## config.mk

```make
export PLATFORM = sky130hd
export DESIGN_NAME = fpu_scoreboard
export DESIGN_NICKNAME = d
export VERILOG_FILES = /design/src/rtl/fpu_pkg.sv /design/src/rtl/fpu_hazard_depth.sv /design/src/rtl/fpu_scoreboard.sv
export SDC_FILE = /design/constraint.sdc
export NUM_CORES = 1
export LEC_CHECK = 0
export ABC_AREA = 1
export BUFFER_PORTS_ARGS = -buffer_cell sky130_fd_sc_hd__buf_2
export CAP_MARGIN = 5
export CORE_ASPECT_RATIO = 1.2
export CORE_MARGIN = 2
export CORE_UTILIZATION = 28
export DETAILED_ROUTE_END_ITERATION = 8
export HOLD_SLACK_MARGIN = 0.06
export PLACE_DENSITY_LB_ADDON = 0.2
export SYNTH_ARGS = -nofsm -noshare
export SYNTH_HDL_FRONTEND = slang
export SYNTH_SLANG_ARGS = --single-unit
```

## constraint.sdc

```tcl
create_clock -name clk -period 3.4 [get_ports clk]
set_input_delay 0.34 -clock clk [delete_from_list [all_inputs] [get_ports clk]]
set_output_delay 0.34 -clock clk [all_outputs]
set_load 0.1 [all_outputs]
```

## src/rtl/fpu_pkg.sv

```systemverilog
// rtl/fpu_pkg.sv - shared constants and types for the FP register scoreboard
//
// Contents:
//   NREG, CNT_W       default register count and countdown width
//   HAZ_W, DEPTH_W    hazard vector width and encoded depth width
//   LAT_*             result latencies as produced by the FPU control decoder
//   fpu_cnt_t         per-register latency countdown
package fpu_pkg;

    localparam int NREG    = 32;
    localparam int CNT_W   = 3;
    localparam int HAZ_W   = 5;
    localparam int DEPTH_W = 3;
    localparam int REG_AW  = 5;

    localparam int LAT_ADSB = 1;
    localparam int LAT_MULT = 2;
    localparam int LAT_LOAD = 2;
    localparam int LAT_FMAD = 4;
    localparam int LAT_MAX  = 5;

    typedef logic [CNT_W-1:0] fpu_cnt_t;

endpackage

```

## src/rtl/fpu_hazard_depth.sv

```systemverilog
// rtl/fpu_hazard_depth.sv - priority encoder from decoder hazard levels to latency depth
//
// Ports:
//   hazard  in  5  {is_hazard_4 .. is_hazard_0}; the highest set bit wins
//   depth   out 3  hazard[k] set (highest) -> k+1; no bit set -> 0
module fpu_hazard_depth
    import fpu_pkg::*;
(
    input  logic [HAZ_W-1:0]   hazard,
    output logic [DEPTH_W-1:0] depth
);

    always_comb begin
        depth = '0;
        casez (hazard)
            5'b1????: depth = 3'd5;
            5'b01???: depth = 3'd4;
            5'b001??: depth = 3'd3;
            5'b0001?: depth = 3'd2;
            5'b00001: depth = 3'd1;
            default:  depth = 3'd0;
        endcase
    end

endmodule

```

## src/rtl/fpu_scoreboard.sv

```systemverilog
// rtl/fpu_scoreboard.sv - FP register write scoreboard raising a decode-stage stall
//
// Optional feature: FPU_SB_BYPASS_EN (defined -> a source whose countdown is 1
// does not stall, since the last FPU stage forwards that result).
//
// Ports:
//   clk, rstn                  clock, asynchronous active-low reset
//   issue_valid                FP instruction presented at decode
//   rd, rs1, rs2, rs3          destination and source FP registers
//   use_rs1, use_rs2, use_rs3  source is an FP register read
//   reg_write                  instruction writes an FP register
//   hazard                     decoder hazard levels, encoded to a latency depth
//   flush                      clears all tracking on the next edge
//   stall                      combinational: hold the issuing instruction
//   busy_mask                  registered: bit i set while register i is in flight
//   pending                    registered: any register in flight
module fpu_scoreboard
    import fpu_pkg::*;
#(
    parameter int NREG  = fpu_pkg::NREG,
    parameter int CNT_W = fpu_pkg::CNT_W
) (
    input  logic              clk,
    input  logic              rstn,
    input  logic              issue_valid,
    input  logic [REG_AW-1:0] rd,
    input  logic [REG_AW-1:0] rs1,
    input  logic [REG_AW-1:0] rs2,
    input  logic [REG_AW-1:0] rs3,
    input  logic              use_rs1,
    input  logic              use_rs2,
    input  logic              use_rs3,
    input  logic              reg_write,
    input  logic [HAZ_W-1:0]  hazard,
    input  logic              flush,
    output logic              stall,
    output logic [NREG-1:0]   busy_mask,
    output logic              pending
);

`ifdef FPU_SB_BYPASS_EN
    localparam logic [CNT_W-1:0] RAW_T = CNT_W'(1);
`else
    localparam logic [CNT_W-1:0] RAW_T = '0;
`endif

    logic [CNT_W-1:0]   cnt      [NREG];
    logic [CNT_W-1:0]   cnt_next [NREG];
    logic [NREG-1:0]    busy_next;
    logic [DEPTH_W-1:0] depth;
    logic [CNT_W-1:0]   depth_ext;
    logic               raw_hit;
    logic               waw_hit;
    logic               fire;
    logic               load;

    fpu_hazard_depth u_hazard_depth (
        .hazard (hazard),
        .depth  (depth)
    );

    assign depth_ext = CNT_W'(depth);

    // Hazard checks always look at the current counters, including during a flush.
    always_comb begin
        raw_hit = (use_rs1 && (cnt[rs1] > RAW_T))
               || (use_rs2 && (cnt[rs2] > RAW_T))
               || (use_rs3 && (cnt[rs3] > RAW_T));
        // A newer write may not complete before (or together with) an older one.
        waw_hit = reg_write && (cnt[rd] != '0) && (cnt[rd] >= depth_ext);
        stall   = issue_valid && (raw_hit || waw_hit);
        fire    = issue_valid && !stall;
        load    = fire && reg_write && (depth != '0);
    end

    // Flush beats a load, a load beats the decrement, idle counters rest at zero.
    always_comb begin
        for (int i = 0; i < NREG; i++) begin
            cnt_next[i] = cnt[i];
            if (flush) begin
                cnt_next[i] = '0;
            end else if (load && (rd == REG_AW'(i))) begin
                cnt_next[i] = depth_ext;
            end else if (cnt[i] != '0) begin
                cnt_next[i] = cnt[i] - CNT_W'(1);
            end
            busy_next[i] = (cnt_next[i] != '0);
        end
    end

    // busy_mask/pending are registered from the same next values as the
    // counters, so they always agree with the counter state.
    always_ff @(posedge clk or negedge rstn) begin
        if (!rstn) begin
            for (int i = 0; i < NREG; i++) begin
                cnt[i] <= '0;
            end
            busy_mask <= '0;
            pending   <= 1'b0;
        end else begin
            for (int i = 0; i < NREG; i++) begin
                cnt[i] <= cnt_next[i];
            end
            busy_mask <= busy_next;
            pending   <= |busy_next;
        end
    end

endmodule

```

==> out/metrics.yaml, run 1 <==
critical_path:
  crit_path_max_incr_delay_ns: 0.45
  path_buf_inv: 5
  reg2reg_from: "cnt[40]"
  cp_slowest_cell: "dfrtp_2"
  r2r_end: "pending"
  critical_path.max_fanout: 5
  end_kind: "register"
  cp.required_ns: 3.75
  crit_family: "simple AND/OR/NAND/NOR gates"
  startpoint_type: "register"
  r2r_slack_ns: -0.18
  path_class: "register to register"
  r2r_cells: 30
  crit_top_cell: "nand2_1"
  cp.arrival_ns: 3.92
floorplanning:
  start_util_pct: 28.4
  die_h_um: 224
  rows: 80
  die_area_um2: 42000
  core_um2: 39800
  ios: 67
  die_w_um: 187
global_route:
  overflow: 0
  grt_usage_pct: 23.6
  grt_max_degree: 58
  grt_pass1_vias: 12900
  grt_pass1_wl_um: 74300
  antenna_found_initial: 0
synthesis:
  ys_ff_latch: 129
  synth_top_area_share_pct: 28.5
  yosys.cell_types.count: 29
  yosys.area.top_type: "dfrtp_1"
  yosysSeqAreaShare_pct: 28.5
  synth_area_leaders: "dfrtp_1, nand2_1, nand3_1"
  ys.flop_type: "dfrtp_1"
  synth.most_common_cell: "nand2_1"
  synthesis.nets: 1903
  synthArstFlopShare_pct: 100
  ys_warn_count: 0
  synth_edf_count: 0
  syn-cell-area_um2: 11300
  syn_inst: 1803
  syn_area_per_cell_um2: 6.27
  synth.top_cells.by_count: "nand2_1, inv_1, nand3_1, nor2_1, dfrtp_1"
outcome:
  status: "finished with violations"
  violations: "negative setup slack"
clock_tree:
  clk_latency_ns: 0.47
  clk_pin_slew_worst_paths_ns: 0.07
  cts_tree: "done"
  clock-sinks: 129
  cts_buffers: 17
  cts_root_buf: "clkbuf_16"
  cts_max_level: 4
  cts_buffer_depth: 2
placed_design:
  hpwl_um: 36700
  routabilityCongestion: 0.953
  port_buffers: 66
  place_ws_ns: -1.04
cells_and_area:
  synthToLayoutAreaGrowth_pct: 45.1
  final_nets: 2288
  num-fill-cells: 4320
  antenna_cells: 0
  final_layout_size_suffix_gt1_share_pct: 29.6
drt:
  via_count: 13400
  dr.first_iter.drc_count: 927
  first_pass_iters: 8
  avgViaCountPerCell: 4.89
  drtAntennaViolNets: 0
  routedWlPerCell_um: 18.3
  drc: 0
  wl_um: 49900
timing:
  hold_violations: 0
  setup_violations: 4
  period_share_pct: 105
  fin_skew_ns: 0.0147
  period_needed_ns: 3.58
  rsz0062_at_grt: "true"
  clock.fmax_ghz: 0.280
  slew-limit-headroom_pct: 39.2
  slew_violations: 0
  worstMarginPinSlew_ns: 0.913
  worst_slack_ns: -0.175
  fin_tns_setup_ns: -0.411
power_and_ir_drop:
  p_per_area_nw_per_um2: 1010
  leakagePower_uw: 0.00877
  ir_worst_vdd_v: 0.000498
hold_path:
  holdCritPathClass: "primary input to async pin"
job:
  cap_viol_max_count: 0
[final cells by class]
type	count	area (µm²)	share of cell area, %
Sequential cell	129	3230	19.7
Multi-Input combinational cell	1327	7240	44.1
Inverter	264	993	6.06
Timing Repair Buffer	449	3740	22.8
Clock buffer	23	478	2.91
Tap cell	533	667	4.06
Clock inverter	7	60.1	0.366
[layer usage]
metal | share of wire [%] | global-route usage [%] | up-vias | routed length [µm]
li1 | - | - | 6489 | -
met1 | 41 | 28.9 | 6315 | 20600
met2 | 48 | 40.7 | 445 | 24100
met3 | 5.8 | 3.54 | 108 | 2910
met4 | 4.6 | 11.3 | 0 | 2290
met5 | 0 | 0 | - | 0
[metrics by stage]
step | util [%] | total power [µW] | instances | cell area [µm²] | hold WS, ns
after floorplan | - | 9000 | 1803 | 11300 | 0.0444
after global placement | 36.8 | 13200 | 2659 | 14700 | 0.278
after detailed placement | 36.8 | 13200 | 2659 | 14700 | 0.279
after CTS | 39.2 | 15700 | 2709 | 15600 | 0.350
after global routing | 41.2 | 18000 | 2732 | 16400 | 0.377
final | 41.2 | 16600 | 2732 | 16400 | 0.353
[kinds of logic (layout without fill, tap and decap cells)]
family                   after synthesis  after routing  share of synthesized area, %
AND/OR/NAND/NOR                     1059           1059                          40.3
flip-flops                           129            129                          28.5
adder cells (fa/ha/maj)               67             67                          7.41
buffers and inverters                347            743                          12.7
XOR/XNOR                              62             62                          4.80
AO/OA/AOI/OAI                        139            139                          6.24
[flip-flops by register name, summed over array words and instances (netlist names)]
register   flops
cnt           96
busy_mask     32
pending        1
[worst register-to-register path: cells and delay by family, from the launching register on]
family                     cells  cell delay (ns)
AOI/OAI and AO/OA              3             0.41
adders and majority gates      1             0.29
buffers and inverters          5             0.49
DFF                            1             0.45
and+or+nand+nor               21             1.79
[where the power goes]
group	switching (µW)	internal, µW
logic	7030	4910
clock network	759	1040
registers	543	2260
total	8330	8220
[worst max path at each step]
stage,startpoint,to,slack (ns),cells after the start
final,cnt[40],pending,-0.18,30
after detailed placement,rd[0],pending,-1.04,31
after floorplan,hazard[4],pending,0.12,28
after global routing,cnt[30],pending,-0.44,31
after CTS,cnt[33],pending,-0.22,31
after global placement,rd[0],pending,-0.97,28
[what timing repair did]
| action | 4_1_cts | 5_1_grt |
|---|---|---|
| endpoints found under the hold margin | 35 | 0 |
| pin swaps | 32 | 72 |
| gates cloned | 3 | 5 |
| setup buffers | 16 | 22 |
| resized for setup | 62 | 156 |
| hold buffers | 1 | 0 |
| endpoints found under the setup margin | 10 | 78 |
[placed cells by master (no fill, tap or decap), drive strengths merged]
cell | netlist | layout
xor2 | 44 | 44
xnor2 | 18 | 18
o21ai | 109 | 109
o31ai | 1 | 1
ha | 67 | 67
bufinv | 0 | 1
dfrtp | 129 | 129
nand2 | 567 | 567
o211ai | 3 | 3
clkinv | 4 | 9
nand3 | 220 | 220
a21oi | 26 | 26
buf | 48 | 443
nand4 | 78 | 78
inv | 260 | 261
nor3 | 33 | 33
dlygate4sd3 | 0 | 1
nor2 | 161 | 161
clkbuf | 35 | 28
Note: power is estimated with default switching activity, not from simulation.
==> run 2, diff against run 1 <==
Settings changed: CELL_PAD_IN_SITES_DETAIL_PLACEMENT set to 0, CELL_PAD_IN_SITES_GLOBAL_PLACEMENT set to 1, SLEW_MARGIN set to 20.
==> out/metrics.yaml, run 2 (synthesis results as in run 1) <==
cells_and_area:
  final_layout_size_suffix_gt1_share_pct: 31.0
  num-fill-cells: 4319
  finalNonFillerCells: 2761
  final_common_cell: "nand2_1"
  fin_area_um2: 16800
  largest_reg_flops: 96
  antenna_cells: 0
  final_nets: 2316
  synthToLayoutAreaGrowth_pct: 48.7
  final_cell_mix: "nand2_1, buf_4, inv_1"
  largest-register: "cnt"
  largestRegisters: "cnt: 96 flops, busy_mask: 32 flops, pending: 1 flops"
drt:
  via_count: 13300
  routedWlPerCell_um: 18.6
  drc: 0
  dr.first_iter.drc_count: 895
  first_pass_iters: 5
  wl_met2_um: 24500
  avgViaCountPerCell: 4.82
  wl_met3_um: 2630
  highest_layer: "met4"
  drtAntennaViolNets: 0
  route.layer.met1.wl_um: 22800
  wl_um: 51200
floorplanning:
  core_um2: 39800
  start_util_pct: 28.4
  rows: 80
  die_area_um2: 42000
  die_w_um: 187
  ios: 67
  die_h_um: 224
critical_path:
  cp_slowest_cell: "dfrtp_1"
  crit_start: "cnt[9]"
  reg2reg_from: "cnt[9]"
  cp.arrival_ns: 3.87
  r2r_cells: 31
  path_class: "register to register"
  crit_path_max_incr_delay_ns: 0.35
  critical_path.max_fanout: 5
  crit_top_cell: "nand2_2"
  end_kind: "register"
  cp.required_ns: 3.76
  startpoint_type: "register"
clock_tree:
  cts_tree: "done"
  clk_pin_slew_worst_paths_ns: 0.06
  cts_root_buf: "clkbuf_16"
  clock-sinks: 129
  cts_max_level: 4
  cts_buffers: 17
  cts_buffer_depth: 2
  clk_latency_ns: 0.47
global_route:
  grt_usage_pct: 24.4
  antenna_found_initial: 0
  grt_pass1_vias: 13000
  overflow: 0
  grt_pass1_wl_um: 76400
  grt_max_degree: 81
outcome:
  violations: "negative setup slack"
  status: "finished with violations"
hold_path:
  holdPathStages: 3
  holdCritPathClass: "primary input to register"
  min_from: "flush"
timing:
  slew_violations: 0
  worstMarginPinSlew_ns: 0.842
  period_needed_ns: 3.51
  period_share_pct: 103
  hold_violations: 0
  slew-limit-headroom_pct: 43.9
  setup_violations: 2
  fin_skew_ns: 0.0144
  clock.fmax_ghz: 0.285
  hold_slack_ns: 0.431
  rsz0062_at_grt: "true"
  worst_slack_ns: -0.110
power_and_ir_drop:
  p_per_area_nw_per_um2: 1010
  ir_worst_vdd_v: 0.000594
  leakagePower_uw: 0.00896
job:
  cap_viol_max_count: 0
placed_design:
  placedInstanceArea_um2: 14800
  port_buffers: 66
  routabilityCongestion: 0.897
  dp_cells: 2671
  hpwl_um: 37100
[run 2: layer usage]
metal,vias to the layer above,track usage [%]
li1,6542,-
met1,6344,31.6
met2,347,40.9
met3,68,4.04
met4,0,8.92
met5,-,0
[run 2: layout make-up]
cell class	count	area [µm²]	area share, %
Multi-Input combinational cell	1327	7330	43.6
Sequential cell	129	3230	19.2
Inverter	264	993	5.91
Clock inverter	10	135	0.804
Tap cell	533	667	3.97
Timing Repair Buffer	477	4000	23.8
Clock buffer	21	460	2.74
[run 2: what timing repair did]
| item | 4_1_cts | 5_1_grt |
|---|---|---|
| pin swaps | 58 | 79 |
| gates resized for setup | 74 | 157 |
| gates cloned | 8 | 1 |
| hold endpoints to repair | 75 | 0 |
| setup buffers | 35 | 20 |
| hold buffers | 1 | 0 |
| setup endpoints to repair | 19 | 73 |
[run 2: worst paths after layout]
path,end,slack [ns]
setup / recovery,pending,-0.11
hold / removal,cnt[71],0.43
setup reg to reg,pending,-0.11
hold reg to reg,cnt[61],0.68
max in group asynchronous,busy_mask[23],2.01
min in group asynchronous,busy_mask[0],0.50
[run 2: metrics by stage]
| stage | total power [µW] | setup TNS, ns | setup slack, ns | util [%] |
|---|---|---|---|---|
| after global placement | 13400 | -15.68 | -0.778 | 37.1 |
| after global routing | 18400 | -3.44 | -0.359 | 42.2 |
| final | 17000 | -0.144 | -0.110 | 42.2 |
| after floorplan | 9000 | 0 | 0.119 | - |
| after detailed placement | 13400 | -16.62 | -0.792 | 37.1 |
| after CTS | 16300 | -0.482 | -0.163 | 40.5 |
[run 2: critical path: cells and delay by family (launching register included)]
family	cells	cell delay (ns)
buffers and inverters	6	0.53
adders and majority gates	1	0.21
and+or+nand+nor	20	1.73
DFF	1	0.35
AOI/OAI and AO/OA	4	0.56
[run 2: where the power goes]
part,internal [µW],total (µW),switching (µW)
registers,2260,2740,487
logic,5070,12400,7280
clock network,1180,1950,770
total,8510,17000,8540
==> run 3, diff against run 2 <==
Settings changed: SYNTH_HIERARCHICAL set to 1.
==> out/metrics.yaml, run 3 <==
power_and_ir_drop:
  p_sw_uw: 7830
  leakagePower_uw: 0.00869
  p_int_uw: 7990
  ir_worst_vdd_v: 0.000546
  p_clk_share_pct: 11.8
  pwr-share-comb_pct: 70.6
  p_per_area_nw_per_um2: 985
  swShare_pct: 49.5
  seqPwrFrac_pct: 17.7
synthesis:
  synthXorXnorAreaFrac_pct: 4.91
  synth_mux_area_share_pct: 0
  yosys.cell_types.count: 27
  synth_compound_gate_area_share_pct: 6.47
  synthAdderAreaFrac_pct: 7.46
  synth_area_leaders: "dfrtp_1, nand2_1, nand3_1"
  yosysSeqAreaShare_pct: 28.7
  ys.flop_type: "dfrtp_1"
  syn-cell-area_um2: 11200
  synth.top_cells.by_count: "nand2_1, inv_1, nand3_1, nor2_1, dfrtp_1"
  ys_warn_count: 6
  synth.most_common_cell: "nand2_1"
  synthesis.nets: 1892
  syn_area_per_cell_um2: 6.27
  synth_top_family_by_area: "simple AND/OR/NAND/NOR gates"
  synthArstFlopShare_pct: 100
  synth_top_area_share_pct: 28.7
  yosys.area_share.simple_pct: 40.2
  syn_inst: 1792
  yosys.area.top_type: "dfrtp_1"
  ys_ff_latch: 129
  synth_edf_count: 0
critical_path:
  cp.arrival_ns: 3.97
  end_kind: "register"
  cp_slowest_cell: "dfrtp_1"
  startpoint_type: "register"
  critical_path.max_fanout: 6
  r2r_end: "cnt[58]"
  r2r_slack_ns: -0.17
  r2r_cells: 29
  crit_path_max_incr_delay_ns: 0.38
  crit_top_cell: "buf_4"
  reg2reg_from: "cnt[49]"
  cp.required_ns: 3.80
  path_class: "register to register"
floorplanning:
  start_util_pct: 28.3
  core_um2: 39700
  ios: 67
  die_w_um: 187
  die_area_um2: 41800
  rows: 80
  die_h_um: 224
outcome:
  status: "finished with violations"
  violations: "negative setup slack"
placed_design:
  routabilityCongestion: 0.927
  port_buffers: 66
  hpwl_um: 37000
  place_ws_ns: -1.10
cells_and_area:
  final_cell_mix: "nand2_1, buf_4, inv_1"
  regArea_um2: 3240
  antenna_cells: 0
  final_nets: 2284
  multi_input_area_um2: 6990
  num-fill-cells: 4304
  final_layout_size_suffix_gt1_share_pct: 27.1
  largestRegisters: "cnt: 96 flops, busy_mask: 32 flops, pending: 1 flops"
  largest-register: "cnt"
  final_common_cell: "nand2_1"
  synthToLayoutAreaGrowth_pct: 42.9
  largest_reg_flops: 96
drt:
  routedWlPerCell_um: 17.9
  dr.first_iter.drc_count: 751
  wl_um: 48800
  via_count: 12900
  avgViaCountPerCell: 4.74
  first_pass_iters: 6
  drc: 0
  drtAntennaViolNets: 0
global_route:
  grt_max_degree: 67
  grt_pass1_wl_um: 73400
  overflow: 0
  grt_usage_pct: 23.4
  antenna_found_initial: 0
  grt_pass1_vias: 12800
clock_tree:
  cts_max_level: 4
  clk_latency_ns: 0.46
  cts_buffers: 17
  clock-sinks: 129
  cts_buffer_depth: 2
  cts_tree: "done"
  clk_pin_slew_worst_paths_ns: 0.06
  cts_root_buf: "clkbuf_16"
hold_path:
  holdPathEnd: "cnt[32]"
  holdPathStages: 3
  min_from: "flush"
  holdCritPathClass: "primary input to register"
timing:
  clock.fmax_ghz: 0.280
  fin_skew_ns: 0.0121
  slew-limit-headroom_pct: 42.8
  fin_tns_setup_ns: -0.449
  period_share_pct: 105
  slew_violations: 0
  hold_violations: 0
  worst_slack_ns: -0.165
  worstMarginPinSlew_ns: 0.859
  rsz0062_at_grt: "true"
  period_needed_ns: 3.57
  setup_violations: 3
  hold_slack_ns: 0.429
job:
  cap_viol_max_count: 0
## run 3: cell types whose count changed in the layout (fill, tap and decap cells not counted), sizes merged, moves of 2 or more
cell    previous run  this run
clkbuf            22        27
inv              261       247
buf              474       445
a21oi             26        34
nand4             78        69
clkinv             9        11
nand2            567       559
o211ai             3         0
nor2             161       178
## run 3: cell families (layout without fill, tap and decap cells)
| kind of cell | Yosys count | count (layout) |
|---|---|---|
| and+or+nand+nor | 1057 | 1057 |
| adders and majority gates | 67 | 67 |
| AOI/OAI and AO/OA | 145 | 145 |
| xor gates and xnor gates | 63 | 63 |
| buffers and inverters | 331 | 733 |
| DFF | 129 | 129 |
## run 3: metrics by stage
| step | utilization, % | instances | area (µm²) | power [µW] |
|---|---|---|---|---|
| after floorplan | - | 1792 | 11200 | 9000 |
| after global placement | 37.0 | 2664 | 14700 | 13200 |
| after detailed placement | 37.0 | 2664 | 14700 | 13200 |
| after CTS | 39.1 | 2710 | 15500 | 15400 |
| after global routing | 40.4 | 2727 | 16100 | 17300 |
| final | 40.4 | 2727 | 16100 | 15800 |
## run 3: final cells by class
cell class	instances	share of cell area, %
Tap cell	533	4.15
Inverter	253	5.93
Multi-Input combinational cell	1332	43.5
Clock inverter	7	0.530
Clock buffer	22	2.95
Sequential cell	129	20.2
Timing Repair Buffer	451	22.8
## run 3: worst max path at each step
stage | from | to | slack (ns) | cells after the start
after CTS | cnt[18] | pending | -0.20 | 30
after floorplan | rd[1] | stall | 0.007 | 23
after global placement | rd[0] | pending | -1.14 | 30
after global routing | cnt[84] | pending | -0.40 | 31
final | cnt[49] | cnt[58] | -0.17 | 29
after detailed placement | rd[0] | pending | -1.10 | 30
## run 3: critical path: cells and delay by family (launching register included)
family,cells,cell delay (ns)
adders and majority gates,1,0.28
DFF,1,0.38
buffers and inverters,13,1.50
and+or+nand+nor,11,0.78
AOI/OAI and AO/OA,4,0.53
## run 3: metal layers
| metal | up-vias | part of all wire (%) | routed length (µm) | GRT usage, % |
|---|---|---|---|---|
| li1 | 6453 | - | - | - |
| met1 | 6097 | 43 | 20900 | 28.2 |
| met2 | 309 | 50 | 24500 | 42.1 |
| met3 | 74 | 3.8 | 1860 | 2.71 |
| met4 | 0 | 3.1 | 1520 | 9.50 |
| met5 | - | 0 | 0 | 0 |
## run 3: what timing repair did
item,in CTS,in global routing
cloned,1,5
hold buffers,1,0
hold endpoints to repair,63,0
endpoints found under the setup margin,12,87
setup buffers,15,13
pin swaps,18,43
gates resized for setup,44,105
## run 3: power by group through the flow
| stage | sequential [µW] | clock [µW] | combinational (µW) |
|---|---|---|---|
| 2_1_floorplan | 4140 | 0 | 4860 |
| 6_report | 2800 | 1860 | 11200 |
| 3_5_place_dp | 2800 | 0 | 10400 |
| 4_1_cts | 2800 | 1920 | 10700 |
| 3_3_place_gp | 2830 | 0 | 10300 |
| 5_1_grt | 2870 | 1970 | 12400 |
